`config.mk`:
```
export PLATFORM = sky130hd
export DESIGN_NAME = light_safety_monitor
export DESIGN_NICKNAME = d
export VERILOG_FILES = /design/src/rtl/light_pkg.sv /design/src/rtl/blink_gen.sv /design/src/rtl/light_safety_monitor.sv
export SDC_FILE = /design/constraint.sdc
export NUM_CORES = 1
export LEC_CHECK = 0
export ABC_AREA = 1
export CELL_PAD_IN_SITES_DETAIL_PLACEMENT = 0
export CELL_PAD_IN_SITES_GLOBAL_PLACEMENT = 2
export CORE_ASPECT_RATIO = 0.7
export CORE_MARGIN = 8
export CORE_UTILIZATION = 30
export CTS_CLUSTER_DIAMETER = 120
export DETAILED_ROUTE_END_ITERATION = 16
export PLACE_DENSITY = 0.84
export SKIP_CTS_REPAIR_TIMING = 1
export SLEW_MARGIN = 30
export SYNTH_ARGS = -nofsm -noshare
export SYNTH_HDL_FRONTEND = slang
export SYNTH_SLANG_ARGS = --single-unit
```
`constraint.sdc`:
```
create_clock -name clk -period 2.8 [get_ports clk]
set_clock_uncertainty 0.05 [all_clocks]
set_input_delay 0.56 -clock clk [delete_from_list [all_inputs] [get_ports clk]]
set_output_delay 0.56 -clock clk [all_outputs]
set_load 0.02 [all_outputs]
```
`src/rtl/light_pkg.sv`:
```
// Shared lamp codes and state/fault encodings for the traffic light controller
// and its downstream safety monitor.
package light_pkg;

   localparam logic [2:0] RED = 3'b100;
   localparam logic [2:0] YEL = 3'b010;
   localparam logic [2:0] GRN = 3'b001;
   localparam logic [2:0] OFF = 3'b000;

   typedef enum logic [1:0] {PASS, NIGHT, FAULT} state_t;

   typedef enum logic [1:0] {
      NONE        = 2'd0,
      NOT_ONEHOT  = 2'd1,
      CONFLICT    = 2'd2,
      ILLEGAL_SEQ = 2'd3
   } fault_t;

endpackage

```
`src/rtl/blink_gen.sv`:
```
// Flash timebase: phase is ON for BLINK_HALF cycles, then OFF for BLINK_HALF cycles.
// A restart forces the ON half so the entry edge already shows the lit value.
module blink_gen #(
   parameter int BLINK_HALF = 2
) (
   input  logic clk,
   input  logic reset,
   input  logic restart,
   input  logic run,
   output logic phase
);

   localparam int            CW   = (BLINK_HALF > 1) ? $clog2(BLINK_HALF) : 1;
   localparam logic [CW-1:0] LAST = CW'(BLINK_HALF - 1);

   logic [CW-1:0] cnt;

   always_ff @(posedge clk or negedge reset) begin
      if (!reset) begin
         cnt   <= '0;
         phase <= 1'b1;
      end else if (restart) begin
         cnt   <= '0;
         phase <= 1'b1;
      end else if (run) begin
         if (cnt == LAST) begin
            cnt   <= '0;
            phase <= ~phase;
         end else begin
            cnt <= cnt + 1'b1;
         end
      end
   end

endmodule

```
`src/rtl/light_safety_monitor.sv`:
```
// Registers the controller's light codes onto the lamps, latching a flashing-red
// fault on malformed codes, conflicting greens or illegal sequences.
module light_safety_monitor
   import light_pkg::*;
#(
   parameter int BLINK_HALF = 2
) (
   input  logic       clk,
   input  logic       reset,
   input  logic       modo,
   input  logic [2:0] a_in,
   input  logic [2:0] b_in,
   input  logic       fault_clr,
   output logic [2:0] lamp_a,
   output logic [2:0] lamp_b,
   output logic       fault,
   output logic [1:0] fault_code
);

   state_t     state, state_n;
   fault_t     code_q, code_n, viol;
   logic [2:0] prev_a, prev_b, prev_a_n, prev_b_n;
   logic       restart, run, phase;
   logic [2:0] on_code;

   function automatic logic onehot(input logic [2:0] c);
      return (c == RED) || (c == YEL) || (c == GRN);
   endfunction

   function automatic logic legal_step(input logic [2:0] p, input logic [2:0] n);
      return (n == p) || (p == RED && n == GRN) || (p == GRN && n == YEL) ||
             (p == YEL && n == RED);
   endfunction

   function automatic fault_t check(input logic [2:0] a, input logic [2:0] b,
                                    input logic [2:0] pa, input logic [2:0] pb,
                                    input logic seq);
      if (!onehot(a) || !onehot(b))                              return NOT_ONEHOT;
      if (a != RED && b != RED)                                  return CONFLICT;
      if (seq && !(legal_step(pa, a) && legal_step(pb, b)))      return ILLEGAL_SEQ;
      return NONE;
   endfunction

   // Leaving NIGHT has no trustworthy history, so the sequence check applies only in PASS.
   assign viol = check(a_in, b_in, prev_a, prev_b, state == PASS);

   always_comb begin
      state_n  = state;
      code_n   = code_q;
      prev_a_n = prev_a;
      prev_b_n = prev_b;
      restart  = 1'b0;
      run      = 1'b0;
      case (state)
         PASS: begin
            if (viol != NONE) begin
               state_n = FAULT;
               code_n  = viol;
               restart = 1'b1;
            end else if (modo) begin
               state_n = NIGHT;
               restart = 1'b1;
            end else begin
               prev_a_n = a_in;
               prev_b_n = b_in;
            end
         end
         NIGHT: begin
            if (!modo) begin
               if (viol != NONE) begin
                  state_n = FAULT;
                  code_n  = viol;
                  restart = 1'b1;
               end else begin
                  state_n  = PASS;
                  prev_a_n = a_in;
                  prev_b_n = b_in;
               end
            end else begin
               run = 1'b1;
            end
         end
         FAULT: begin
            if (fault_clr && a_in == GRN && b_in == RED) begin
               state_n  = PASS;
               code_n   = NONE;
               prev_a_n = a_in;
               prev_b_n = b_in;
            end else begin
               run = 1'b1;
            end
         end
         default: state_n = PASS;
      endcase
   end

   always_ff @(posedge clk or negedge reset) begin
      if (!reset) begin
         state  <= PASS;
         code_q <= NONE;
         prev_a <= RED;
         prev_b <= RED;
      end else begin
         state  <= state_n;
         code_q <= code_n;
         prev_a <= prev_a_n;
         prev_b <= prev_b_n;
      end
   end

   blink_gen #(.BLINK_HALF(BLINK_HALF)) u_blink (
      .clk    (clk),
      .reset  (reset),
      .restart(restart),
      .run    (run),
      .phase  (phase)
   );

   // In PASS the last accepted codes are exactly what the lamps must show.
   assign on_code    = (state == FAULT) ? RED : YEL;
   assign lamp_a     = (state == PASS) ? prev_a : (phase ? on_code : OFF);
   assign lamp_b     = (state == PASS) ? prev_b : (phase ? on_code : OFF);
   assign fault      = (state == FAULT);
   assign fault_code = code_q;

endmodule

```
==> flow_metrics.py, run 1 <==
metrics = {
    "pwr": {
        "swShare_pct": 50.1,
        "cellPowerDensity_mw_per_mm2": 1180,
        "clockPowerShare_pct": 11.2,
        "power_leakage_nw": 0.653,
        "internal_power_mw": 0.757,
        "ir_drop_mv": 0.387,
        "p_seq_share_pct": 23.8,
        "combPwrFrac_pct": 65.0,
        "power.switching_mw": 0.758,
    },
    "global_routing": {
        "grt_antenna_before_repair": 0,
        "track_usage_pct": 10.4,
        "grt_pass1_vias": 910,
        "grt_pass1_wl_um": 4540,
        "grt_remaining_overflow": 0,
        "grt_max_degree": 13,
    },
    "critical_path": {
        "cp_slowest_cell": "clkdlybuf4s50_1",
        "cp.arrival_ps": 1950,
        "r2r_setup_slack_ps": 980,
        "cp_max_fo": 8,
        "crit_end": "lamp_a[1]",
        "path_cells": "inv_1, ha_2, inv_1, nand3_1, nand2_1, clkdlybuf4s50_1",
        "crit_top_cell": "inv_1",
        "startpoint": "state[0]$_DFFE_PN0P_",
        "cp.required_ps": 2190,
        "start_kind": "flop",
        "max_stage_delay_ps": 600,
        "timing.rr.end": "prev_b[0]$_DFFE_PN0P_",
        "rr_worst_depth": 8,
        "setup.worst_path.class": "flop to output port",
        "worstReg2RegStart": "state[0]$_DFFE_PN0P_",
        "endpoint_kind": "output port",
    },
    "timing": {
        "rsz0062_at_grt": "false",
        "hold_violations": 0,
        "timing.final.crit_share_pct": 91.4,
        "timing.fmax_mhz": 391,
        "worst_pin_slew_ps": 590,
        "fin_setup_tns_ps": 0,
        "hold_slack_ps": 423,
        "finalSetupViolCount": 0,
        "slew_viol_final": 0,
        "post-route-min-period_ps": 2560,
        "relSlewSlack_pct": 60.5,
    },
    "die": {
        "dieHeight_um": 64.3,
        "placementRows": 17,
        "fp.dieArea_mm2": 0.00547,
        "io_pins": 19,
        "die_x_um": 85.0,
        "core-area_mm2": 0.00317,
        "start_util_pct": 31.6,
    },
    "min_path": {
        "hp-class": "flop to flop",
    },
    "logic_synthesis": {
        "synthTopCellsByArea": "dfrtp_1, nand2_1, nand3_1, dfstp_2, inv_1",
        "avgSynthCellArea_um2": 6.90,
        "ys_seq_area_share_pct": 30.4,
        "synth.distinct_cells": 23,
        "ys_seq_elements": 12,
        "synthCells": 145,
        "netlist.area_leader.share_pct": 22.5,
        "synth_area_mm2": 0.00100,
        "syn_nets": 159,
        "yosys_warnings": 0,
        "synth_top_area_cell": "dfrtp_1",
    },
    "job": {
        "cap_viol_max_count": 0,
    },
    "routing": {
        "route.vias.total": 960,
        "dr.pass1.iters": 4,
        "via_per_inst": 4.71,
        "drt-initial-drc-count": 50,
        "ant_nets": 0,
        "drt-wirelength-per-cell_um": 12.9,
        "wl_um": 2640,
        "route.detailed.drc": 0,
    },
    "run_status": {
        "status": "completed",
    },
    "final_layout": {
        "stdcell_area_mm2": 0.00128,
        "multi_input_area_um2": 619,
        "drive_gt1_share_pct": 13.3,
        "final_common_cell": "nand2_1",
        "final_cell_mix": "nand2_1, nand3_1, inv_1, clkdlybuf4s50_1, nor2_1",
        "area_growth_pct": 27.8,
        "fill_cells": 328,
        "nNetsFinal": 181,
        "register_area_um2": 304,
        "n_antenna_cell": 0,
    },
    "placement": {
        "port_buffers": 18,
        "placed_area_mm2": 0.00122,
        "detailed_place_hpwl_um": 2130,
        "place.gp.congestion": 0.801,
    },
    "clock_tree": {
        "htreeDepth": 1,
        "clk_latency_ps": 250,
        "cts_tree": "done",
        "path_clk_slew_ps": 60,
        "cts_root_buf": "clkbuf_8",
        "cts_made_buffers": 3,
        "cts.sinks": 12,
        "clock_path_buffers": 2,
    },
}
[how the worst min path moves through the flow]
stage,cells past startpoint,to,startpoint
4_1_cts,2,fault_code[1]$_DFFE_PN0P_,fault_code[1]$_DFFE_PN0P_
5_1_grt,2,fault_code[1]$_DFFE_PN0P_,fault_code[1]$_DFFE_PN0P_
3_5_place_dp,2,fault_code[1]$_DFFE_PN0P_,fault_code[1]$_DFFE_PN0P_
2_1_floorplan,0,fault_code[0]$_DFFE_PN0P_,reset
3_3_place_gp,2,fault_code[0]$_DFFE_PN0P_,fault_code[0]$_DFFE_PN0P_
6_report,2,fault_code[1]$_DFFE_PN0P_,fault_code[1]$_DFFE_PN0P_
[layer usage]
metal | up-vias | wire (um) | track usage, %
met5 | - | 0 | 0
met4 | 0 | 30 | 2.65
met3 | 5 | 131 | 4.08
met2 | 14 | 1060 | 14.4
met1 | 430 | 1420 | 14.5
li1 | 511 | - | -
[final cells by class]
type	instances	share of cell area (%)
clock buffers	4	3.52
inverters	20	5.87
multi-input cells	112	48.4
flip-flops and latches	12	23.8
well taps	38	3.72
repair buffers	18	14.7
[worst max-delay path: cells and delay by family, from the launching register on]
| family | cells | cell delay (ps) |
|---|---|---|
| adder cells (fa/ha/maj) | 1 | 250 |
| buffers and inverters | 3 | 870 |
| flip-flops | 1 | 400 |
| AND/OR/NAND/NOR | 2 | 190 |
[cell usage after synthesis]
cell and count:
ha_1 4, dfrtp_1 9, nand3_2 3, nand2_1 43, nand3_1 21, dfstp_2 3, nor3_1 4, inv_2 4
nor2_1 10, nor3b_4 1, o21ai_0 4, nand2_4 1, nand3b_1 2, nand3_4 1, xor2_1 2, inv_1 16
a22oi_1 1, buf_2 1, a21oi_1 3, o21ai_2 2, xnor2_1 4, nand4_1 3, nand2_2 3
[stage by stage]
stage	util [%]	total power [mW]	worst slack (ps)	cells
2_1_floorplan	-	1.01	821	145
3_3_place_gp	38.6	1.36	343	200
3_5_place_dp	38.6	1.35	275	200
4_1_cts	40.0	1.53	22.3	204
5_1_grt	40.3	1.67	55.2	204
6_report	40.3	1.51	241	204
[sequential cells by signal, summed over array words and instances (netlist names)]
register / flops
prev_a: 3
u_blink.cnt: 1
state: 2
prev_b: 3
u_blink.phase: 1
fault_code: 2
[power by group through the flow]
stage / sequential (mW) / combinational (mW) / clock (mW)
6_report: 0.360 / 0.985 / 0.170
4_1_cts: 0.360 / 0.997 / 0.174
3_5_place_dp: 0.363 / 0.990 / 0
5_1_grt: 0.374 / 1.10 / 0.188
2_1_floorplan: 0.351 / 0.656 / 0
3_3_place_gp: 0.364 / 0.994 / 0
[cell families (layout without fill, tap and decap cells)]
family                     Yosys count  after routing  share of synthesized area, %
AOI/OAI and AO/OA                   10             10                          6.00
DFF                                 12             12                          30.4
xor gates and xnor gates             6              6                          5.25
adders and majority gates            4              4                          5.00
and+or+nand+nor                     92             92                          45.4
buffers and inverters               21             42                          8.00
Power figures use the tool's default switching activity.
==> run 2: changes to the inputs <==
--- a/config.mk
+++ b/config.mk
@@ -10,10 +10,10 @@
 export CELL_PAD_IN_SITES_GLOBAL_PLACEMENT = 2
 export CORE_ASPECT_RATIO = 0.7
 export CORE_MARGIN = 8
-export CORE_UTILIZATION = 30
+export CORE_UTILIZATION = 25
 export CTS_CLUSTER_DIAMETER = 120
 export DETAILED_ROUTE_END_ITERATION = 16
-export PLACE_DENSITY = 0.84
+export PLACE_DENSITY = 0.75
 export SKIP_CTS_REPAIR_TIMING = 1
 export SLEW_MARGIN = 30
 export SYNTH_ARGS = -nofsm -noshare
==> constraint.sdc (replaced) <==
create_clock -name clk -period 2.3 [get_ports clk]
set_clock_uncertainty 0.05 [all_clocks]
set_input_delay 0.46 -clock clk [delete_from_list [all_inputs] [get_ports clk]]
set_output_delay 0.46 -clock clk [all_outputs]
set_load 0.02 [all_outputs]
==> flow_metrics.py, run 2 (synthesis gave the netlist of run 1 again) <==
metrics = {
    "placement": {
        "port_buffers": 18,
        "place.gp.congestion": 0.882,
        "placed_area_mm2": 0.00134,
        "detailed_place_hpwl_um": 2390,
        "dp_slack_ps": -23.6,
    },
    "min_path": {
        "hp-class": "flop to flop",
        "worst_hold_startpoint": "fault_code[0]$_DFFE_PN0P_",
    },
    "critical_path": {
        "setup.worst_path.class": "flop to output port",
        "crit_end": "fault",
        "endpoint_kind": "output port",
        "startpoint": "state[0]$_DFFE_PN0P_",
        "cp.required_ps": 1790,
        "start_kind": "flop",
        "r2r_setup_slack_ps": 540,
        "cp_max_fo": 3,
        "rr_worst_depth": 11,
        "worstReg2RegStart": "prev_b[2]$_DFFE_PN1P_",
        "timing.rr.end": "prev_b[0]$_DFFE_PN0P_",
        "cp.arrival_ps": 1670,
    },
    "timing": {
        "post-route-min-period_ps": 2180,
        "relSlewSlack_pct": 61.9,
        "timing.fmax_mhz": 458,
        "hold_slack_ps": 428,
        "rsz0062_at_grt": "false",
        "timing.final.crit_share_pct": 94.9,
        "slew_viol_final": 0,
        "finalSetupViolCount": 0,
        "worst_pin_slew_ps": 570,
        "hold_violations": 0,
        "fin_ws_ps": 116,
    },
    "global_routing": {
        "grt_pass1_vias": 1091,
        "grtUsageMet2_pct": 15.8,
        "grt_max_degree": 13,
        "use_met1_pct": 12.7,
        "grtUsageMet3_pct": 3.57,
        "busiest_layer": "met2",
        "grt_pass1_wl_um": 5020,
        "grt_remaining_overflow": 0,
        "track_usage_pct": 9.90,
        "grt_antenna_before_repair": 0,
    },
    "die": {
        "core-area_mm2": 0.00387,
        "placementRows": 19,
        "die_x_um": 91.6,
        "io_pins": 19,
        "fp.dieArea_mm2": 0.00632,
        "start_util_pct": 25.8,
        "dieHeight_um": 68.9,
    },
    "final_layout": {
        "final_cell_mix": "nand2_1, nand3_1, inv_1, buf_4, clkdlybuf4s50_1",
        "fill_cells": 412,
        "n_antenna_cell": 0,
        "multi_input_area_um2": 617,
        "nNetsFinal": 194,
        "area_growth_pct": 40.7,
        "largest_registers": "prev_a: 3 flops, prev_b: 3 flops",
        "drive_gt1_share_pct": 19.6,
        "final_common_cell": "nand2_1",
        "stdcell_area_mm2": 0.00141,
        "register_area_um2": 304,
    },
    "pwr": {
        "power_mw": 1.97,
        "cellPowerDensity_mw_per_mm2": 1400,
        "ir_drop_mv": 0.570,
        "power_leakage_nw": 0.765,
    },
    "routing": {
        "route.detailed.drc": 0,
        "wl_um": 2990,
        "drt-wirelength-per-cell_um": 12.9,
        "route.vias.total": 1046,
        "drt-initial-drc-count": 58,
        "ant_nets": 0,
        "via_per_inst": 4.53,
        "dr.pass1.iters": 4,
    },
    "clock_tree": {
        "cts_tree": "done",
        "cts_root_buf": "clkbuf_8",
        "cts.sinks": 12,
        "htreeDepth": 1,
        "path_clk_slew_ps": 60,
        "clock_path_buffers": 2,
        "cts_made_buffers": 3,
        "clk_latency_ps": 240,
    },
    "job": {
        "cap_viol_max_count": 0,
    },
    "run_status": {
        "status": "completed",
    },
}
-- run 2: cell types whose count changed in the layout (fill, tap and decap cells not counted) --
cell / delta
ha_2: -1
clkdlybuf4s50_1: -3
dlymetal6s2s_1: +3
clkbuf_1: -1
ha_1: +1
clkbuf_8: +1
buf_4: +13
-- run 2: power by group --
part | internal (mW) | total [mW] | switching (mW)
registers | 0.325 | 0.432 | 0.107
logic | 0.548 | 1.31 | 0.761
clock network | 0.151 | 0.233 | 0.0819
-- run 2: final cells by class --
cell class,instances,share of cell area (%)
clock buffers,4,3.91
repair buffers,31,20.8
flip-flops and latches,12,21.6
multi-input cells,112,43.8
well taps,52,4.62
inverters,20,5.33
-- run 2: worst min-delay path by stage --
stage,to,slack [ps],cells past startpoint
floorplan,fault_code[0]$_DFFE_PN0P_,110,0
global placement,fault_code[1]$_DFFE_PN0P_,410,2
detailed placement,fault_code[0]$_DFFE_PN0P_,420,2
CTS,fault_code[0]$_DFFE_PN0P_,430,2
global route,prev_b[2]$_DFFE_PN1P_,470,2
finish,fault_code[0]$_DFFE_PN0P_,430,2
-- run 2: through the flow --
| stage | util (%) | TNS (ps) | std cells |
|---|---|---|---|
| 2_1_floorplan | - | 0 | 145 |
| 3_3_place_gp | 34.5 | -34.1 | 227 |
| 3_5_place_dp | 34.5 | -69.5 | 227 |
| 4_1_cts | 36.0 | -546 | 231 |
| 5_1_grt | 36.4 | 0 | 231 |
| 6_report | 36.4 | 0 | 231 |
-- run 2: metal layers --
layer	share of wire, %	up-vias
met2	43	29
met3	5.8	2
met5	0	-
li1	-	536
met1	50	479
met4	0.44	0
-- run 2: critical path, cell delays in order (launching register included) --
cell	delay (ps)
dfrtp_1	380
inv_1	110
ha_1	200
buf_4	140
clkdlybuf4s50_1	600
==> run 3: changes to the inputs <==
--- a/config.mk
+++ b/config.mk
@@ -13,7 +13,8 @@
 export CORE_UTILIZATION = 25
 export CTS_CLUSTER_DIAMETER = 120
 export DETAILED_ROUTE_END_ITERATION = 16
-export PLACE_DENSITY = 0.75
+export PLACE_DENSITY = 0.76
+export REMOVE_ABC_BUFFERS = 1
 export SKIP_CTS_REPAIR_TIMING = 1
 export SLEW_MARGIN = 30
 export SYNTH_ARGS = -nofsm -noshare
==> flow_metrics.py, run 3 (synthesis gave the netlist of run 1 again) <==
metrics = {
    "routing": {
        "drt-wirelength-per-cell_um": 11.9,
        "route.vias.total": 1002,
        "ant_nets": 0,
        "route.detailed.drc": 0,
        "drt-initial-drc-count": 31,
        "dr.pass1.iters": 4,
        "wl_um": 2730,
        "via_per_inst": 4.36,
    },
    "min_path": {
        "min_path_cells": 2,
        "hp-class": "flop to flop",
    },
    "global_routing": {
        "busiest_layer": "met2",
        "track_usage_pct": 9.39,
        "grt_pass1_vias": 990,
        "grt_remaining_overflow": 0,
        "grt_pass1_wl_um": 4770,
        "grt_antenna_before_repair": 0,
        "grt_max_degree": 13,
        "grtUsageMet3_pct": 2.81,
        "use_met1_pct": 12.8,
        "grtUsageMet2_pct": 14.2,
    },
    "critical_path": {
        "rr_worst_depth": 8,
        "cp_max_fo": 3,
        "cp.arrival_ps": 1650,
        "r2r_setup_slack_ps": 510,
        "setup.worst_path.class": "flop to output port",
        "cp.required_ps": 1790,
        "start_kind": "flop",
        "endpoint_kind": "output port",
    },
    "timing": {
        "slew_viol_final": 0,
        "timing.final.crit_share_pct": 94.0,
        "timing.fmax_mhz": 462,
        "rsz0062_at_grt": "false",
        "post-route-min-period_ps": 2160,
        "finalSetupViolCount": 0,
        "fin_setup_tns_ps": 0,
        "fin_ws_ps": 137,
        "relSlewSlack_pct": 61.5,
        "worst_pin_slew_ps": 575,
        "hold_violations": 0,
    },
    "clock_tree": {
        "cts.sinks": 12,
        "clock_path_buffers": 2,
        "cts_root_buf": "clkbuf_8",
        "path_clk_slew_ps": 60,
        "cts_tree": "done",
        "cts_made_buffers": 3,
        "htreeDepth": 1,
        "clk_latency_ps": 240,
    },
    "placement": {
        "place.gp.congestion": 0.850,
        "dp_slack_ps": -50.2,
        "placed_cells": 226,
        "detailed_place_hpwl_um": 2310,
        "placed_area_mm2": 0.00133,
        "port_buffers": 18,
    },
    "die": {
        "fp.dieArea_mm2": 0.00632,
        "dieHeight_um": 68.9,
        "die_x_um": 91.6,
        "core-area_mm2": 0.00387,
        "start_util_pct": 25.8,
        "io_pins": 19,
        "placementRows": 19,
    },
    "run_status": {
        "status": "completed",
    },
    "final_layout": {
        "area_growth_pct": 39.0,
        "fin_cells": 230,
        "n_antenna_cell": 0,
        "drive_gt1_share_pct": 18.5,
        "final_common_cell": "nand2_1",
        "largest_registers": "prev_a: 3 flops, prev_b: 3 flops",
        "nNetsFinal": 193,
        "stdcell_area_mm2": 0.00139,
        "final_cell_mix": "nand2_1, nand3_1, inv_1, clkdlybuf4s50_1, buf_4",
    },
    "job": {
        "cap_viol_max_count": 0,
    },
    "pwr": {
        "power_leakage_nw": 0.754,
        "cellPowerDensity_mw_per_mm2": 1370,
        "ir_drop_mv": 0.481,
    },
}
==> run 3: changes by cell type in the layout (fill, tap and decap cells not counted), sizes merged <==
cell / previous run / this run
buf: 13 / 12
==> run 3: through the flow <==
stage                     hold slack [ps]  util (%)  power, mW
final                                 432      35.9       1.90
after global routing                  462      35.9       2.09
after CTS                             437      35.5       1.95
after detailed placement              423      34.4       1.74
after global placement                408      34.4       1.77
after floorplan                       114         -       1.22
==> run 3: critical path: stages (launching register included) <==
cell and delay (ps):
dfrtp_1 370, inv_1 110, ha_1 200, buf_4 140, clkdlybuf4s50_1 600
==> run 3: path summary, 6_finish.rpt <==
check	from	endpoint
max in group asynchronous	reset	u_blink.cnt$_DFFE_PN0P_
setup reg to reg	state[1]$_DFFE_PN0P_	prev_a[1]$_DFFE_PN0P_
min in group asynchronous	reset	fault_code[0]$_DFFE_PN0P_
hold / removal	fault_code[1]$_DFFE_PN0P_	fault_code[1]$_DFFE_PN0P_
setup / recovery	state[0]$_DFFE_PN0P_	fault
hold reg to reg	fault_code[1]$_DFFE_PN0P_	fault_code[1]$_DFFE_PN0P_
==> run 3: power by group <==
part / leakage (nW) / switching [mW] / internal [mW]
clock: 0.0228 / 0.0773 / 0.122
combinational: 0.586 / 0.737 / 0.536
sequential: 0.145 / 0.108 / 0.325
total: 0.754 / 0.922 / 0.982
==> run 3: final cells by class <==
cell class	count	area [um2]
fillers	395	2480
clock buffers	4	45.0
multi-input cells	112	617
flip-flops and latches	12	304
inverters	20	75.1
repair buffers	30	285
well taps	52	65.1
==> run 3: layer usage <==
layer  up-vias  routed length [um]
met4         0                  23
li1        533                   -
met1       451                1460
met2        14                1140
met3         4                 104
met5         -                   0
